$ cat src/rtl/uart_pkg.sv
// Shared UART definitions used by both the receiver and the transmitter.
package uart_pkg;

    localparam int unsigned DATA_BITS  = 8;
    localparam logic        STOP_LEVEL = 1'b1;

    typedef enum logic [2:0] {
        IDLE      = 3'd0,
        START     = 3'd1,
        DATA      = 3'd2,
        STOP      = 3'd3,
        WAIT_HIGH = 3'd4
    } uart_state_e;

endpackage

$ cat src/rtl/uart_sync2.sv
// Two-flop synchronizer for the asynchronous serial line; resets to the idle (high) level.
module uart_sync2 (
    input  logic CLKIN,
    input  logic RESET,
    input  logic d,
    output logic q
);

    logic meta;

    always_ff @(posedge CLKIN or posedge RESET) begin
        if (RESET) begin
            meta <= 1'b1;
            q    <= 1'b1;
        end else begin
            meta <= d;
            q    <= meta;
        end
    end

endmodule

$ cat src/rtl/uart_receiver.sv
// UART 8N1 receiver: oversampled start/data/stop sampling feeding a one-entry
// valid/ready holding register with framing-error and overrun pulses.
module uart_receiver
    import uart_pkg::*;
#(
    parameter int unsigned OVERSAMPLE = 8
) (
    input  logic                 CLKIN,
    input  logic                 RESET,
    input  logic                 sample_enable,
    input  logic                 rx,
    output logic [DATA_BITS-1:0] data,
    output logic                 valid,
    input  logic                 ready,
    output logic                 framing_error,
    output logic                 overrun
);

    localparam int unsigned TICK_W = $clog2(OVERSAMPLE);
    localparam int unsigned BIT_W  = 3;

    localparam logic [TICK_W-1:0] TICK_MID = TICK_W'(OVERSAMPLE / 2 - 1);
    localparam logic [TICK_W-1:0] TICK_END = TICK_W'(OVERSAMPLE - 1);
    localparam logic [BIT_W-1:0]  BIT_LAST = BIT_W'(DATA_BITS - 1);

    logic                 rx_s;
    uart_state_e          state_q, state_d;
    logic [TICK_W-1:0]    tick_q, tick_d;
    logic [BIT_W-1:0]     bit_q, bit_d;
    logic [DATA_BITS-1:0] shift_q, shift_d;
    logic                 good_stop_c;
    logic                 bad_stop_c;

    uart_sync2 u_sync (
        .CLKIN (CLKIN),
        .RESET (RESET),
        .d     (rx),
        .q     (rx_s)
    );

    // Frame state, counters and shift register.
    always_ff @(posedge CLKIN or posedge RESET) begin
        if (RESET) begin
            state_q <= IDLE;
            tick_q  <= '0;
            bit_q   <= '0;
            shift_q <= '0;
        end else begin
            state_q <= state_d;
            tick_q  <= tick_d;
            bit_q   <= bit_d;
            shift_q <= shift_d;
        end
    end

    // Next-state logic; everything holds unless sample_enable is high.
    always_comb begin
        state_d     = state_q;
        tick_d      = tick_q;
        bit_d       = bit_q;
        shift_d     = shift_q;
        good_stop_c = 1'b0;
        bad_stop_c  = 1'b0;

        if (sample_enable) begin
            case (state_q)
                IDLE: begin
                    if (!rx_s) begin
                        tick_d  = '0;
                        state_d = START;
                    end
                end

                START: begin
                    if (tick_q == TICK_MID) begin
                        if (rx_s) begin
                            state_d = IDLE;
                        end else begin
                            tick_d  = '0;
                            bit_d   = '0;
                            state_d = DATA;
                        end
                    end else begin
                        tick_d = tick_q + TICK_W'(1);
                    end
                end

                DATA: begin
                    if (tick_q == TICK_END) begin
                        shift_d = {rx_s, shift_q[DATA_BITS-1:1]};
                        tick_d  = '0;
                        bit_d   = bit_q + BIT_W'(1);
                        if (bit_q == BIT_LAST) begin
                            state_d = STOP;
                        end
                    end else begin
                        tick_d = tick_q + TICK_W'(1);
                    end
                end

                STOP: begin
                    if (tick_q == TICK_END) begin
                        tick_d = '0;
                        if (rx_s == STOP_LEVEL) begin
                            good_stop_c = 1'b1;
                            state_d     = IDLE;
                        end else begin
                            bad_stop_c = 1'b1;
                            state_d    = WAIT_HIGH;
                        end
                    end else begin
                        tick_d = tick_q + TICK_W'(1);
                    end
                end

                WAIT_HIGH: begin
                    if (rx_s) begin
                        state_d = IDLE;
                    end
                end

                default: begin
                    state_d = IDLE;
                end
            endcase
        end
    end

    // Holding register: a new byte lands only if the slot is empty or being accepted now.
    always_ff @(posedge CLKIN or posedge RESET) begin
        if (RESET) begin
            data          <= '0;
            valid         <= 1'b0;
            framing_error <= 1'b0;
            overrun       <= 1'b0;
        end else begin
            framing_error <= bad_stop_c;
            overrun       <= good_stop_c && valid && !ready;
            if (good_stop_c && (!valid || ready)) begin
                data  <= shift_q;
                valid <= 1'b1;
            end else if (valid && ready) begin
                valid <= 1'b0;
            end
        end
    end

endmodule

$ cat config.mk
export PLATFORM = sky130hd
export DESIGN_NAME = uart_receiver
export DESIGN_NICKNAME = d
export VERILOG_FILES = /design/src/rtl/uart_pkg.sv /design/src/rtl/uart_sync2.sv /design/src/rtl/uart_receiver.sv
export SDC_FILE = /design/constraint.sdc
export NUM_CORES = 1
export LEC_CHECK = 0
export CORE_ASPECT_RATIO = 0.6
export CORE_UTILIZATION = 45
export CTS_BUF_LIST = sky130_fd_sc_hd__clkbuf_4 sky130_fd_sc_hd__clkbuf_8
export DETAILED_ROUTE_END_ITERATION = 8
export PLACE_DENSITY = 0.69
export SLEW_MARGIN = 20
export SYNTH_ARGS = -nofsm -noshare
export SYNTH_HDL_FRONTEND = slang
export SYNTH_HIERARCHICAL = 1
export SYNTH_SLANG_ARGS = --single-unit
$ cat constraint.sdc
create_clock -name CLKIN -period 1.8 [get_ports CLKIN]
set_input_delay 0.54 -clock CLKIN [delete_from_list [all_inputs] [get_ports CLKIN]]
set_output_delay 0.54 -clock CLKIN [all_outputs]
set_load 0.03 [all_outputs]
; ---- Word level (Yosys, flattened, before mapping)
; Index checks and enable logic that the tools add are counted.
[totals]
regBits = 30
in_bits = 5
output_inout_bits = 11
wordCells = 69
[op_classes]
addsub = 2
eq_ne = 14
n_mux = 27
reduce_logical = 16
[op_table]
columns = operator, count
row1 = two-way mux 3 bit, 13
row2 = case mux 3 bit (5 select lines), 1
row3 = inequality test 2 bit (second input constant), 6
row4 = two-way mux 1 bit, 10
row5 = equality test 3 x 2 -> 1 bit (second input constant), 3
row6 = equality test 3 bit (second input constant), 3
row7 = case mux 3 bit (3 select lines), 1
row8 = AND reduction 7 bit, 1
row9 = adder 3 x 1 -> 3 bit (second input constant), 2
row10 = case mux 3 bit (2 select lines), 1
row11 = AND reduction 5 bit, 1
row12 = logical AND 1 bit, 4
row13 = nonzero test 2 bit, 2
row14 = equality test 3 x 1 -> 1 bit (second input constant), 1
row15 = logical NOT 3 bit, 1
row16 = AND reduction 3 bit, 1
row17 = nonzero test 3 bit, 1
row18 = logical NOT 1 bit, 2
row19 = two-way mux 2 bit, 1
row20 = inequality test 2 x 1 -> 1 bit (second input constant), 1
row21 = AND reduction 2 bit, 1
row22 = OR reduction 2 bit, 1
row23 = logical OR 1 bit, 1

; ---- Longest topological paths before layout
; Gate-level depths: netlist of the first run.
[logic_depth]
depth_word = 6
mapped_depth = 7
ltp_nobuf = 6

; ---- Hierarchy
; Netlist of the first run, hierarchy kept.
[by_module_without_submodules]
columns = module, n_inst, cells_each, area_per_inst_um2, seq_area_each_um2
row1 = uart_receiver, 1, 97, 1272.5, 700.7
row2 = uart_sync2, 1, 3, 56.3, 52.6

; ---- Worst setup path before layout of the first run
; Ideal clock, no wire load.
[synth_path]
kind = register to register
startpoint = register tick_q[0]
endpoint = register state_q[1]
setup_ns = 0.125
t_arrival_ns = 1.796
required_time_ns = 1.675
setup_slack_ns = -0.121
path_stages_with_launch = 7
n_path_buf = 0
synth_period_minus_slack_ns = 1.921
cell_sequence = dfrtp_1 ha_1 ha_1 or3b_1 o221a_4 o21ai_4 mux2_4
[synth_via]
elab_chain_cells = 3
elab_cells_between_ends = 6
classes_between = 5 x eq/ne / 1 x reduce/logical
[synth_lines]
columns = item, line_no
row1 = from (decl), uart_receiver.sv:28  ; logic [TICK_W-1:0] tick_q, tick_d;
row2 = from (signal assigned), uart_receiver.sv:50  ; tick_q <= tick_d;
row3 = equality test 3 bit / equality test 3 x 2 -> 1 bit (equally long branches), "uart_receiver.sv:89, uart_receiver.sv:102, uart_receiver.sv:75"
row4 = inequality test 2 bit (no line), -
row5 = AND reduction 7 bit (no line) (*), -
row6 = to (signal assigned), uart_receiver.sv:49  ; state_q <= state_d;
row7 = to (decl), uart_receiver.sv:27  ; uart_state_e state_q, state_d;
; Mark *: on every way between the ends. The rest lies on a longest branch, timed or not.
; A chain may end at the register's enable or synchronous reset.

; ---- Worst setup path after layout of the first run
; Ends and elaborated chain as after synthesis.

==> results of run 1 <==
[area by class of cell]
class                   instances  area [µm²]  share of cell area, %
clock inverters                 2        10.0                  0.565
repair buffers                 28         249                   14.0
flip-flops and latches         30         753                   42.5
clock buffers                   6        76.3                   4.30
well taps                      40        50.0                   2.82
multi-input cells              60         612                   34.5
inverters                       6        22.5                   1.27
[critical path, delay by kind of cell (launching register included)]
family | cells | cell delay [ps]
AO/OA/AOI/OAI | 2 | 340
adder cells (fa/ha/maj) | 2 | 340
flip-flops | 1 | 410
multiplexers | 1 | 310
AND/OR/NAND/NOR | 1 | 380
[metal layers]
layer  vias up  GRT usage, %
li1        412             -
met2        29          23.9
met4         0          5.88
met1       436          24.7
met3         0          6.83
met5         -             0
[through the flow]
stage	instance area (µm²)	TNS, ps	total power (µW)
5_1_grt	1770	-891	2030
4_1_cts	1700	-718	1890
3_5_place_dp	1620	-5020	1360
6_report	1770	-169	1920
2_1_floorplan	1350	-114	1200
3_3_place_gp	1620	-4320	1340
[flip-flops by register name (all words and copies together) (netlist names), 3 cells and up]
| name | flops |
|---|---|
| data | 8 |
| shift_q | 8 |
| bit_q | 3 |
| state_q | 3 |
| tick_q | 3 |
[worst max path at each step]
stage                        startpoint    endpoint  slack, ps  cells past startpoint
after floorplan               tick_q[1]  state_q[1]       -110                      6
after global placement    sample_enable     data[7]       -300                      6
after detailed placement  sample_enable     data[7]       -330                      6
after CTS                     tick_q[0]  state_q[1]       -100                      6
after global routing          tick_q[0]  state_q[1]       -130                      6
final                         tick_q[0]  state_q[1]        -90                      6
[logic make-up (layout without fill, tap and decap cells)]
family / after synthesis / count (layout) / share of synthesized area (%)
AO/OA/AOI/OAI: 13 / 13 / 8.95
flip-flops: 30 / 30 / 56.7
multiplexers: 20 / 20 / 17.0
AND/OR/NAND/NOR: 22 / 22 / 8.95
buffers and inverters: 10 / 42 / 3.67
adder cells (fa/ha/maj): 5 / 5 / 4.71
[power by group]
part	total (µW)	switching [µW]	leakage (µW)	internal, µW
Combinational	583	268	0.000462	315
Clock	523	241	0.0000484	282
Sequential	819	77.2	0.000405	742
[Yosys cell counts (2+ instances only)]
master,instances,area [µm²]
a21oi_1,2,10.0
a22o_1,3,26.3
buf_2,3,15.0
dfrtp_1,28,701
dfstp_2,2,52.6
ha_1,5,62.6
inv_1,6,22.5
mux2_2,17,191
mux2i_1,2,20.0
nand2_1,6,22.5
nand2b_1,3,18.8
nor2_1,4,15.0
nor2b_1,2,12.5
or3b_1,2,17.5
[timing repair]
action	in CTS	in global routing
endpoints found under the setup margin	26	23
resized for setup	15	13
pin swaps	4	4
setup buffers	0	2
==> run metrics, run 1 <==
Die W=between 70 and 80 µm; routability cong.=0.838; die area=around 0.0032 mm²; Yosys cell types=29; final net count=141; hold depth=0; clock root cell=clkbuf_8; worst ir drop on vdd=0.000595 V; Util after Layout=67.0%; Mapped Area=roughly 0.0013 mm²; Placed Cells=between 150 and 200; cells after synthesis=100; commonest non-fill, non-tap cell in the layout=dfrtp_1; routed vias=between 800 and 900; CP Data Arrival Time=~2100 ps; Met2 Wirelength=~1100 µm; final hold viol count=0; sequential area share after synthesis=between 50% and 60%; asr flop ratio synth=100%; worst-skew pair later-pin latency=280 ps; violated checks=setup timing; synth warn=6; core area=approximately 0.0026 mm²; DP Worst Slack=-333 ps; Final period util=105%; Initial DRT Pass Iterations=4; Iter 0 DRT Violations=30; met3 wire length=between 100 and 150 µm; R2R cell count=6; Pleak=approximately 0.0009 µW; IO buf count=15; slew margin rel.=58.4%; Bufs on Longest Clock Path=2; worst hold path endpoint=u_sync/q; Crit path largest cell delay=about 410 ps; max-cap violations=0; first-pass GRT wire length=just under 4000 µm; EDFF count, synth=0; CP max stage cell=dfrtp_1; CTS H-tree depth=2; syn_nets=110; Synth Flop Type=dfrtp_1; crit path kind=reg2reg; r2r setup slk=-90 ps; PwrDens=between 1000 and 1500 mW/mm²; fin cells=~170; Worst-path clk slew=roughly 60 ps; std cell rows=14; CTS tree=yes; clock skew=between 10 and 15 ps; vias in the first global route=between 800 and 900; Fin Hold WS=between 300 and 400 ps; final wirelength=2550 µm; routed len/inst=roughly 15 µm; share of layout cells above drive strength 1=between 30 and 40%; most frequent cells in the layout=28 x dfrtp_1, 12 x dlygate4sd2_1, 11 x buf_4, 9 x mux2_4, 9 x mux2_2; Critical Path RT=around 2000 ps; Hold-fix buffers, CTS=0; RSZ-0062 raised after global routing=yes; final setup margin=-89.1 ps; post-detail-place hpwl=1690 µm; most frequent CP cell=ha_4; Tmin final=~1900 ps; chip height=44.1 µm; fmax=about 530 MHz; I/O pins=16; crit-path max FO=2; Initial Util=approximately half; Max Slew Vio Count=0; post-route antenna net violation count=0; FF-to-FF Start=tick_q[0]; Worst Hold Class=reg2reg; # diodes=0; startpoint types=register; status=finished with violations; # DRC=0; wl on met1=1340 µm; CTS buffer count=5; hold path start=u_sync/meta; R2R Path End=state_q[1]; crit path cell chain=ha_4 -> ha_4 -> or3b_4 -> o221a_4 -> o21ai_4 -> mux2_4; number of vias per cell=around 5.1; Fillers=about 210; pin count of the biggest net entering global routing=29; Synth Register Bits=30; endpoint class of the critical path=register; total grt overflow=0; setup violators final=4; Worst Tran Pin Value=~600 ps; initial antenna violation count=0; synthesis-to-finish area growth=33.4%; clock net sink count=30; Max Used Layer=met3; Syn Area/Cell=13.3 µm²; GRT Total Usage=between 10% and 20%
(Power assumes the default switching activity.)
==> run 2: changes to the inputs <==
- HOLD_SLACK_MARGIN: unset -> 0.05
==> results of run 2 <==
Final layout, timing and power as in run 1 (identical DEF).
==> run 3: changes to the inputs <==
- CORE_ASPECT_RATIO: 0.6 -> 1.75
- GPL_TIMING_DRIVEN: unset -> 1
==> run 3 against run 2 <==
The run still ends with setup timing left. Clock power increased by 6.7%. Sequential power decreased by 2%. Sequential share of layout area about the same.
==> run metrics, run 3 (synthesis results as in run 1) <==
final wirelength=2490 µm (was 2550 µm); final setup margin=-106 ps (was -89.1 ps); I/O pins=16 (unchanged); Gate power share=29.9% (was 30.3%); # DRC=0 (unchanged); CTS buffer count=5 (unchanged); Util after Layout=64.5% (was 67.0%); std cell rows=25 (was 14); Final Power=1950 µW (was 1920 µW); core area=0.00275 mm² (was 0.00265 mm²); FF-to-FF Start=tick_q[1] (was tick_q[0]); Net Switching=585 µW (was 586 µW); Fin Hold WS=352 ps (was 365 ps); post-route antenna net violation count=0 (unchanged); violated checks=setup timing (unchanged); CP Data Arrival Time=2080 ps (was 2050 ps); hold depth=0 (unchanged); Post-CTS Setup Bufs=0 (unchanged); worst-skew pair later-pin latency=290 ps (was 280 ps); # diodes=0 (unchanged); R2R cell count=6 (unchanged); max-cap violations=0 (unchanged); PwrDens=1100 mW/mm² (was 1090 mW/mm²); multi-input logic area=612 µm² (unchanged); Worst-path clk slew=70 ps (was 60 ps); Crit path largest cell delay=410 ps (about the same); startpoint types=register (unchanged); Pleak=0.000920 µW (was 0.000916 µW); chip height=73.9 µm (was 44.1 µm); crit path cell chain=ha_4 -> ha_4 -> or3b_4 -> o221a_4 -> o21ai_4 -> mux2_4 (unchanged); CTS H-tree depth=2 (unchanged); IO buf count=15 (unchanged); number of vias per cell=5.39 (was 5.10); Fillers=223 (was 213); vias in the first global route=943 (was 810); Int Pwr=1360 µW (was 1340 µW); Iter 0 DRT Violations=9 (was 30); worst ir drop on vdd=0.000645 V (was 0.000595 V); Buf+Inv Stages, Crit Path=0 (unchanged); die area=0.00318 mm² (about the same); most frequent cells in the layout=28 x dfrtp_1, 12 x buf_4, 11 x dlygate4sd2_1, 9 x mux2_4, 9 x mux2_2 (was 28 x dfrtp_1, 12 x dlygate4sd2_1, 11 x buf_4, 9 x mux2_4, 9 x mux2_2); RSZ-0062 raised after global routing=yes (unchanged); Bufs on Longest Clock Path=2 (unchanged); GRT Total Usage=17.8% (was 17.2%); clock skew=6.57 ps (was 10.2 ps); Tmin final=1910 ps (was 1890 ps); total negative slack=-216 ps (was -169 ps); pin count of the biggest net entering global routing=29 (unchanged); total grt overflow=0 (unchanged); crit path kind=reg2reg (unchanged); synthesis-to-finish area growth=33.5% (was 33.4%); r2r setup slk=-110 ps (was -90 ps); Max Slew Vio Count=0 (unchanged); Initial Util=48.3% (was 50.2%); Worst Hold Class=reg2reg (unchanged); fmax=525 MHz (was 529 MHz); Seq pwr share=41.4% (was 42.5%); setup violators final=4 (unchanged); Die W=43.1 µm (was 72.2 µm); crit-path max FO=2 (unchanged); most frequent CP cell=ha_4 (unchanged); endpoint class of the critical path=register (unchanged); first-pass GRT wire length=4050 µm (was 3880 µm); hold path start=u_sync/meta (unchanged); worst hold path endpoint=u_sync/q (unchanged); Critical Path RT=1970 ps (was 1960 ps); Top Registers=data (8), shift_q (8) (unchanged); Initial DRT Pass Iterations=3 (was 4); DP Worst Slack=-307 ps (was -333 ps); routed vias=863 (was 877); routed len/inst=15.6 µm (was 14.8 µm); Final period util=106% (was 105%); routability cong.=0.800 (was 0.838); Reg area=753 µm² (unchanged); clock net sink count=30 (unchanged); post-detail-place hpwl=1780 µm (was 1690 µm); status=finished with violations (unchanged); sw frac=30.0% (was 30.5%); Clock Power Share=28.7% (was 27.2%); initial antenna violation count=0 (unchanged); CTS tree=yes (unchanged); CP max stage cell=dfrtp_1 (unchanged); share of layout cells above drive strength 1=39.1% (was 38.6%); final net count=142 (was 141); Worst Tran Pin Value=648 ps (was 616 ps); clock root cell=clkbuf_8 (unchanged); R2R Path End=state_q[1] (unchanged); commonest non-fill, non-tap cell in the layout=dfrtp_1 (unchanged); kind of cell adding the most delay to the critical path=flip-flops (unchanged); final hold viol count=0 (unchanged); slew margin rel.=56.2% (was 58.4%)
-- run 3: cell types whose count changed in the layout (fill, tap and decap cells not counted), sizes merged --
cell and delta:
buf +1, clkdlybuf4s50 +1, clkinv -1, clkinvlp +1
dlygate4sd2 -1
-- run 3: area by class of cell --
type	count	share of cell area, %
clock buffer	6	4.65
tap	27	1.90
timing repair buffer	29	14.5
sequential	30	42.5
multi-input combinational	60	34.5
inverter	6	1.27
clock inverter	2	0.705
-- run 3: worst register-to-register path: stages, from the launching register on --
cell and delay [ps]:
dfrtp_1 410, ha_4 190, ha_4 150, or3b_4 370
o221a_4 290, o21ai_4 70, mux2_4 310
-- run 3: power groups by stage --
stage               Combinational [µW]  Sequential [µW]  Clock [µW]
CTS                                574              798         576
global placement                   542              808           0
finish                             581              806         558
detailed placement                 556              810           0
floorplan                          407              791           0
global route                       651              816         609
-- run 3: worst max path at each step --
stage,start,cells past startpoint,end,slack [ps]
after floorplan,tick_q[1],6,state_q[1],-110
after global placement,sample_enable,6,data[2],-290
after detailed placement,sample_enable,6,data[5],-310
after CTS,tick_q[0],6,state_q[1],-110
after global routing,tick_q[1],6,state_q[1],-140
final,tick_q[1],6,state_q[1],-110
-- run 3: through the flow --
step,std cells,area (µm²)
floorplan,100,1350
global placement,152,1620
detailed placement,152,1620
CTS,160,1710
global route,160,1770
finish,160,1770
-- run 3: routing by layer --
| layer | global-route usage, % | part of all wire, % |
|---|---|---|
| met3 | 6.63 | 3.9 |
| met5 | 0 | 0 |
| met4 | 10.8 | 3.3 |
| met2 | 31.5 | 56 |
| met1 | 17.1 | 37 |
-- run 3: what timing repair did --
item	4_1_cts	5_1_grt
gates resized for setup	13	14
pin swaps	3	3
gates cloned	0	0
setup endpoints to repair	26	23
hold buffers	0	0
